### src/rtl/image_pkg.sv
// Shared image-pipeline definitions: default widths and the delay_sel clamp.
package image_pkg;

  localparam int DEFAULT_N         = 8;
  localparam int DEFAULT_CH        = 1;
  localparam int DEFAULT_MAX_DELAY = 16;

  // A request of 0 means "one register"; anything beyond the buffer saturates.
  function automatic int clamp_delay(input int sel, input int max_delay);
    if (sel <= 0) return 1;
    if (sel > max_delay) return max_delay;
    return sel;
  endfunction

endpackage

### src/rtl/delay_line_ram.sv
// Circular storage for delay_line: synchronous write, registered read and
// a resettable valid bit per entry. Data bits are never reset.
module delay_line_ram #(
  parameter int W     = 8,
  parameter int DEPTH = 16,
  parameter int PW    = $clog2(DEPTH)
) (
  input  logic          clk,
  input  logic          rst,
  input  logic          i_we,
  input  logic          i_flush,
  input  logic [PW-1:0] i_waddr,
  input  logic          i_wvalid,
  input  logic [W-1:0]  i_wdata,
  input  logic [PW-1:0] i_raddr,
  output logic          o_rvalid,
  output logic [W-1:0]  o_rdata
);

  logic [W-1:0]     r_mem [DEPTH];
  logic [DEPTH-1:0] r_vld;
  logic             r_rvalid;
  logic [W-1:0]     r_rdata;

  always_ff @(posedge clk) begin
    if (i_we) r_mem[i_waddr] <= i_wdata;
  end

  // The write is placed after the flush clear so a same-edge write survives.
  always_ff @(posedge clk) begin
    if (rst) begin
      r_vld    <= '0;
      r_rvalid <= 1'b0;
      r_rdata  <= '0;
    end else begin
      if (i_we) begin
        r_rvalid <= r_vld[i_raddr];
        r_rdata  <= r_mem[i_raddr];
      end
      if (i_flush) begin
        r_vld    <= '0;
        r_rvalid <= 1'b0;
      end
      if (i_we) r_vld[i_waddr] <= i_wvalid;
    end
  end

  assign o_rvalid = r_rvalid;
  assign o_rdata  = r_rdata;

endmodule

### src/rtl/delay_line.sv
// Runtime-programmable multi-channel delay line over a circular buffer.
// Optional flush input is enabled by defining DELAY_LINE_FLUSH_EN.
module delay_line
  import image_pkg::*;
#(
  parameter  int N         = DEFAULT_N,
  parameter  int CH        = DEFAULT_CH,
  parameter  int MAX_DELAY = DEFAULT_MAX_DELAY,
  localparam int AW        = $clog2(MAX_DELAY + 1)
) (
  input  logic            clk,
  input  logic            rst,
  input  logic            ce,
`ifdef DELAY_LINE_FLUSH_EN
  input  logic            flush,
`endif
  input  logic [AW-1:0]   delay_sel,
  input  logic            in_valid,
  input  logic [CH*N-1:0] in,
  output logic            out_valid,
  output logic [CH*N-1:0] out,
  output logic            primed
);

  localparam int PW = $clog2(MAX_DELAY);
  localparam int W  = CH * N;

  logic [PW-1:0] r_wp;
  logic [AW-1:0] r_fill_cnt;
  logic          r_primed;
  logic [AW-1:0] r_sel_prev;
  logic          r_byp_sel;
  logic          r_byp_valid;
  logic [W-1:0]  r_byp_data;

  logic          w_flush;
  logic [AW-1:0] w_deff;
  logic [PW-1:0] w_raddr;
  logic [PW-1:0] w_wp_next;
  logic [AW-1:0] w_fill_next;
  logic          w_sel_chg;
  logic          w_ram_valid;
  logic [W-1:0]  w_ram_data;

`ifdef DELAY_LINE_FLUSH_EN
  assign w_flush = flush;
`else
  assign w_flush = 1'b0;
`endif

  assign w_deff      = AW'(clamp_delay(int'(delay_sel), MAX_DELAY));
  assign w_wp_next   = (r_wp == PW'(MAX_DELAY - 1)) ? '0 : r_wp + 1'b1;
  assign w_fill_next = (r_fill_cnt < w_deff) ? r_fill_cnt + 1'b1 : r_fill_cnt;
  assign w_sel_chg   = (delay_sel != r_sel_prev);

  // Read address is wp-(Deff-1) modulo the buffer depth.
  always_comb begin
    int t;
    t = int'(r_wp) + MAX_DELAY - (int'(w_deff) - 1);
    if (t >= MAX_DELAY) t = t - MAX_DELAY;
    w_raddr = PW'(t);
  end

  delay_line_ram #(.W(W), .DEPTH(MAX_DELAY), .PW(PW)) u_ram (
    .clk      (clk),
    .rst      (rst),
    .i_we     (ce),
    .i_flush  (w_flush),
    .i_waddr  (r_wp),
    .i_wvalid (in_valid),
    .i_wdata  (in),
    .i_raddr  (w_raddr),
    .o_rvalid (w_ram_valid),
    .o_rdata  (w_ram_data)
  );

  // r_sel_prev follows delay_sel during reset so the first enabled edge is not a change.
  always_ff @(posedge clk) begin
    if (rst) begin
      r_wp        <= '0;
      r_fill_cnt  <= '0;
      r_primed    <= 1'b0;
      r_sel_prev  <= delay_sel;
      r_byp_sel   <= 1'b0;
      r_byp_valid <= 1'b0;
      r_byp_data  <= '0;
    end else begin
      if (ce) begin
        r_wp        <= w_wp_next;
        r_sel_prev  <= delay_sel;
        r_byp_sel   <= (w_deff == AW'(1));
        r_byp_valid <= in_valid;
        r_byp_data  <= in;
      end
      if (w_flush) begin
        r_fill_cnt  <= '0;
        r_primed    <= 1'b0;
        r_byp_valid <= 1'b0;
      end else if (ce) begin
        if (w_sel_chg) begin
          r_fill_cnt <= '0;
          r_primed   <= 1'b0;
        end else begin
          r_fill_cnt <= w_fill_next;
          r_primed   <= (w_fill_next >= w_deff);
        end
      end
    end
  end

  assign out_valid = r_byp_sel ? r_byp_valid : w_ram_valid;
  assign out       = r_byp_sel ? r_byp_data  : w_ram_data;
  assign primed    = r_primed;

endmodule

### config.mk
export PLATFORM = sky130hd
export DESIGN_NAME = delay_line
export DESIGN_NICKNAME = d
export VERILOG_FILES = /design/src/rtl/image_pkg.sv /design/src/rtl/delay_line_ram.sv /design/src/rtl/delay_line.sv
export SDC_FILE = /design/constraint.sdc
export NUM_CORES = 1
export LEC_CHECK = 0
export ABC_AREA = 1
export CAP_MARGIN = 10
export CORE_MARGIN = 2
export CORE_UTILIZATION = 60
export CTS_CLUSTER_DIAMETER = 200
export CTS_CLUSTER_SIZE = 20
export DETAILED_ROUTE_END_ITERATION = 10
export GPL_TIMING_DRIVEN = 1
export HOLD_SLACK_MARGIN = 0.02
export PLACE_DENSITY = 0.89
export SYNTH_ARGS = -nofsm -noshare
export SYNTH_HDL_FRONTEND = slang
export SYNTH_SLANG_ARGS = --single-unit
### constraint.sdc
create_clock -name clk -period 7.6 [get_ports clk]
set_clock_uncertainty 0.15 [all_clocks]
set_input_delay 1.52 -clock clk [delete_from_list [all_inputs] [get_ports clk]]
set_output_delay 1.52 -clock clk [all_outputs]
set_load 0.005 [all_outputs]
==> reports/results.env <==
OUTCOME='finished, final reports clean'
POWER.SWITCHING_FRACTION=0.2691
GRT_MAX_DEGREE=73
INITIAL_UTILIZATION=0.6091
WORST_IR_DROP_VDD_mV=0.2222
GP_ROUTABILITY_CONGESTION=0.8398
ROUTE.VIAS.TOTAL=6432
YS_TOP_CELLS_BY_AREA='edfxtp_1 48%, nand2_1 14%, dfxtp_1 11%'
CLOCK-ROOT-BUFFER='clkbuf_16'
SYNTH_LARGEST_TYPE_AREA_FRACTION=0.4761
CTS.SINKS=178
REG2REG_DEPTH=14
MIN_FROM='r_byp_data[3]'
YOSYS_MOST_USED_DFF='edfxtp_1'
FINAL_MIN_PERIOD_OVER_CLOCK_PERIOD=0.6258
N_ANTENNA_CELL=0
TIMING_MAX_TRANSITION_VIOLATIONS_FINAL=0
SYN_INST=947
SYNTH.CELL_AREA_MM2=0.008389
LEAKAGEPOWER_nW=4.205
NETLIST-CELL-TYPE-COUNT=34
SEQ_POWER_SHARE=0.456
UNREPAIRED_SETUP_ENDPOINTS_AFTER_GLOBAL_ROUTING='false'
CTS_INSERTED_BUFFERS=17
CRIT-REG2REG-CAPTURE='u_ram.o_rdata[7]'
FP.DIEAREA_MM2=0.01494
FINAL_LAYOUT_SIZE_SUFFIX_GT1_FRAC=0.05317
CORE-AREA_MM2=0.01377
REGTOREGSTARTPOINT='r_wp[0]'
GRT_FIRST_PASS_WIRELENGTH_MM=30.32
MAX-CLOCK-PATH-BUFFERS=2
GRT_ANTENNA_BEFORE_REPAIR=0
FINISH.NET_COUNT=1002
AREA_GROWTH_PCT=11.60
H-TREE-DEPTH=4
HOLD_PATH_DEPTH=2
CRITICAL_PATH.STARTPOINT_TYPE='primary input'
CRIT_PATH_END_KIND='flip-flop'
NFILLCELLS=1034
WORST_SKEW_LATE_LATENCY_NS=0.44
R2R_SETUP_SLACK_NS=4.54
SEQ_AREA_FRAC_SYNTH=0.5834
PATH_BUF_INV=5
HOLD_CLASS='flip-flop to flip-flop'
NUMBER_OF_GLOBAL_ROUTE_VIAS_BEFORE_REPAIR=6339
TIMING.FMAX_MHz=210.3
WORSTHOLDENDPOINT='r_byp_data[3]'
FINALWIRELENGTH_MM=18.77
SYNTH_TOP_AREA_CELL='edfxtp_1'
MAX_CAP_VIOL_COUNT=0
CP_TOP_FAMILY='buffers and inverters'
FINAL_SETUP_FAILS=0
GLOBAL_ROUTE.OVERFLOW_TOTAL=0
STD_CELL_ROWS=43
PORTBUFFERS=26
TOTALPOWERFINAL_W=0.002374
DIE_OUTLINE_HEIGHT_UM=122.2
SETUP.WORST_PATH.CLASS='primary input to flip-flop'
FINAL_HOLD_VIOLATIONS=0
FINAL_ANTENNA_NET_COUNT=0
DRC_ERRORS=0
YOSYS.CELL_COUNT.TOP_TYPE='nand2_1'
TIMING.FINAL.CRIT_PERIOD_NS=4.756
SLEW_HEADROOM=0.2868
SYNTH_AREA_PER_CELL_UM2=8.859
DETAIL_ROUTE.VIAS_PER_CELL=5.554
CELL_SEEN_MOST_OFTEN_AMONG_CRITICAL_PATH_STAGES='nand2_1'
SLOWEST_DELAY_NS=0.50
WORSTMARGINPINSLEW_NS=1.066
POSTSYNTHNETCOUNT=984
GRT_USE_TOTAL=0.2682
DRT-INITIAL-DRC-COUNT=714
PATH_CLK_SLEW_NS=0.06
NETLIST_TOP_CELLS_COUNT='312 x nand2_1, 168 x inv_1, 133 x edfxtp_1'
HOLDBUFCOUNTCTS=0
CTS_TREE='yes'
CP_SLOWEST_CELL='clkdlybuf4s50_1'
IO_PINS=27
POWER.INTERNAL_W=0.001735
PLACE_HPWL_MM=11.60
DIEWIDTH_UM=122.2
YOSYS_WARNINGS=0
CLOCKPOWERSHARE=0.371
CRIT_CHAIN='clkdlybuf4s50_1, nor2_1, nand2_1, nand2_1, nand2_1, ha_1, inv_1, fa_1, buf_4, inv_2, nand3_1, nand2_1, nand2_1, nand2_1, inv_2, nand2_1, nand3_1, nand2_1'
POSTCTSSETUPBUFFERS=0
COUNT_OF_TRITONROUTE_ITERATIONS_IN_THE_FIRST_ROUTING_PASS=6
DETAIL_ROUTE.WL_PER_CELL_UM=16.21
SYNTH_ENABLE_FLOP_CELLS=133
FFS_LATCHES_SYNTH=178
CELL_AREA_POWER_DENSITY_mW_PER_MM2=253.5
POST_CTS_RESIZED=0
COMB_POWER_SHARE=0.172
NETSWITCHINGPOWER_W=0.0006387
ASYNCSETRESETFLOPFRACSYNTH=0
CRITICAL_PATH_PEAK_FANOUT=37
FIN_TNS_SETUP_NS=0
WORST_EP_REQUIRED_TIME_NS=7.78
WORST-ENDPOINT-ARRIVAL_NS=4.94
[per-layer routing]
metal / GRT usage / routed length, µm / vias to the layer above
met1: 0.3312 / 7312 / 2986
li1: - / - / 3046
met2: 0.4438 / 9367 / 343
met3: 0.06831 / 1561 / 57
met4: 0.1257 / 530 / 0
met5: 0 / 0 / -
[state kept, by name, indices dropped and copies added (netlist names)]
name	flops
primed	1
r_byp_data	8
r_byp_sel	1
r_byp_valid	1
r_fill_cnt	5
r_sel_prev	5
r_wp	4
u_ram.o_rdata	8
u_ram.o_rvalid	1
u_ram.r_mem	128
u_ram.r_vld	16
[cell type report]
cell class,instances,area [µm²],share of cell area
repair buffers,31,310.3,0.03314
clock inverters,10,132.6,0.01417
multi-input cells,559,2668,0.2849
inverters,178,668.1,0.07136
clock buffers,22,464.2,0.04958
flip-flops and latches,178,4895,0.5228
well taps,180,225.2,0.02405
[how the worst max path moves through the flow]
stage                      start          endpoint  slack (ns)  depth (start not counted)
global placement    delay_sel[1]  u_ram.o_rdata[1]        2.61                         19
finish              delay_sel[1]  u_ram.o_rdata[7]        2.84                         18
global route        delay_sel[1]  u_ram.o_rdata[4]        2.58                         19
detailed placement  delay_sel[1]  u_ram.o_rdata[2]        2.51                         17
CTS                 delay_sel[1]  u_ram.o_rdata[4]        2.91                         18
floorplan           delay_sel[0]  u_ram.o_rdata[6]        3.75                         14
[worst reg2reg max path: stages (launching register included)]
cell and delay (ns):
dfxtp_1 0.43, inv_1 0.15, ha_2 0.20, inv_1 0.08, fa_1 0.40, buf_4 0.28, inv_2 0.58, nand3_1 0.19
nand2_1 0.11, nand2_1 0.06, nand2_1 0.12, inv_2 0.04, nand2_1 0.08, nand3_1 0.07, nand2_1 0.06
[power by group through the flow]
stage	sequential (W)	clock, W	combinational (W)
after global routing	0.00108	0.000922	0.000453
after detailed placement	0.00110	0	0.000394
after floorplan	0.00110	0	0.000285
after global placement	0.00110	0	0.000385
final	0.00108	0.000882	0.000409
after CTS	0.00108	0.000887	0.000403
[cells in the final DEF, fill, tap and decap left out, types with 8 or more instances in the layout]
| master | Yosys | layout |
|---|---|---|
| nand3_1 | 110 | 110 |
| dfxtp_1 | 45 | 45 |
| clkdlybuf4s50_1 | 0 | 26 |
| clkbuf_16 | 0 | 17 |
| nor2_1 | 25 | 25 |
| nand2_1 | 312 | 312 |
| inv_1 | 168 | 168 |
| a21oi_1 | 25 | 25 |
| edfxtp_1 | 133 | 133 |
| o21ai_1 | 8 | 8 |
| ha_1 | 19 | 18 |
| o21ai_0 | 27 | 27 |
| inv_2 | 8 | 8 |
[cells by family (layout without fill, tap and decap cells)]
logic type                 count (synthesis)  count (layout)  synth area share
AOI/OAI and AO/OA                         70              70           0.04444
xor gates and xnor gates                   6               6          0.009396
adders and majority gates                 20              20           0.03072
buffers and inverters                    210             241           0.09888
DFF                                      178             178            0.5834
and+or+nand+nor                          463             463            0.2331
[through the flow]
stage / hold slack, ns / worst slack [ns] / cell area (µm²) / std cells / util
after floorplan: 0.2764 / 3.746 / 8389 / 947 / -
after global placement: 0.2941 / 2.609 / 8746 / 1125 / 0.6350
after detailed placement: 0.2976 / 2.507 / 8746 / 1125 / 0.6350
after CTS: 0.3128 / 2.910 / 9343 / 1157 / 0.6783
after global routing: 0.3297 / 2.585 / 9363 / 1158 / 0.6798
final: 0.3106 / 2.844 / 9363 / 1158 / 0.6798
(Power assumes the default switching activity.)
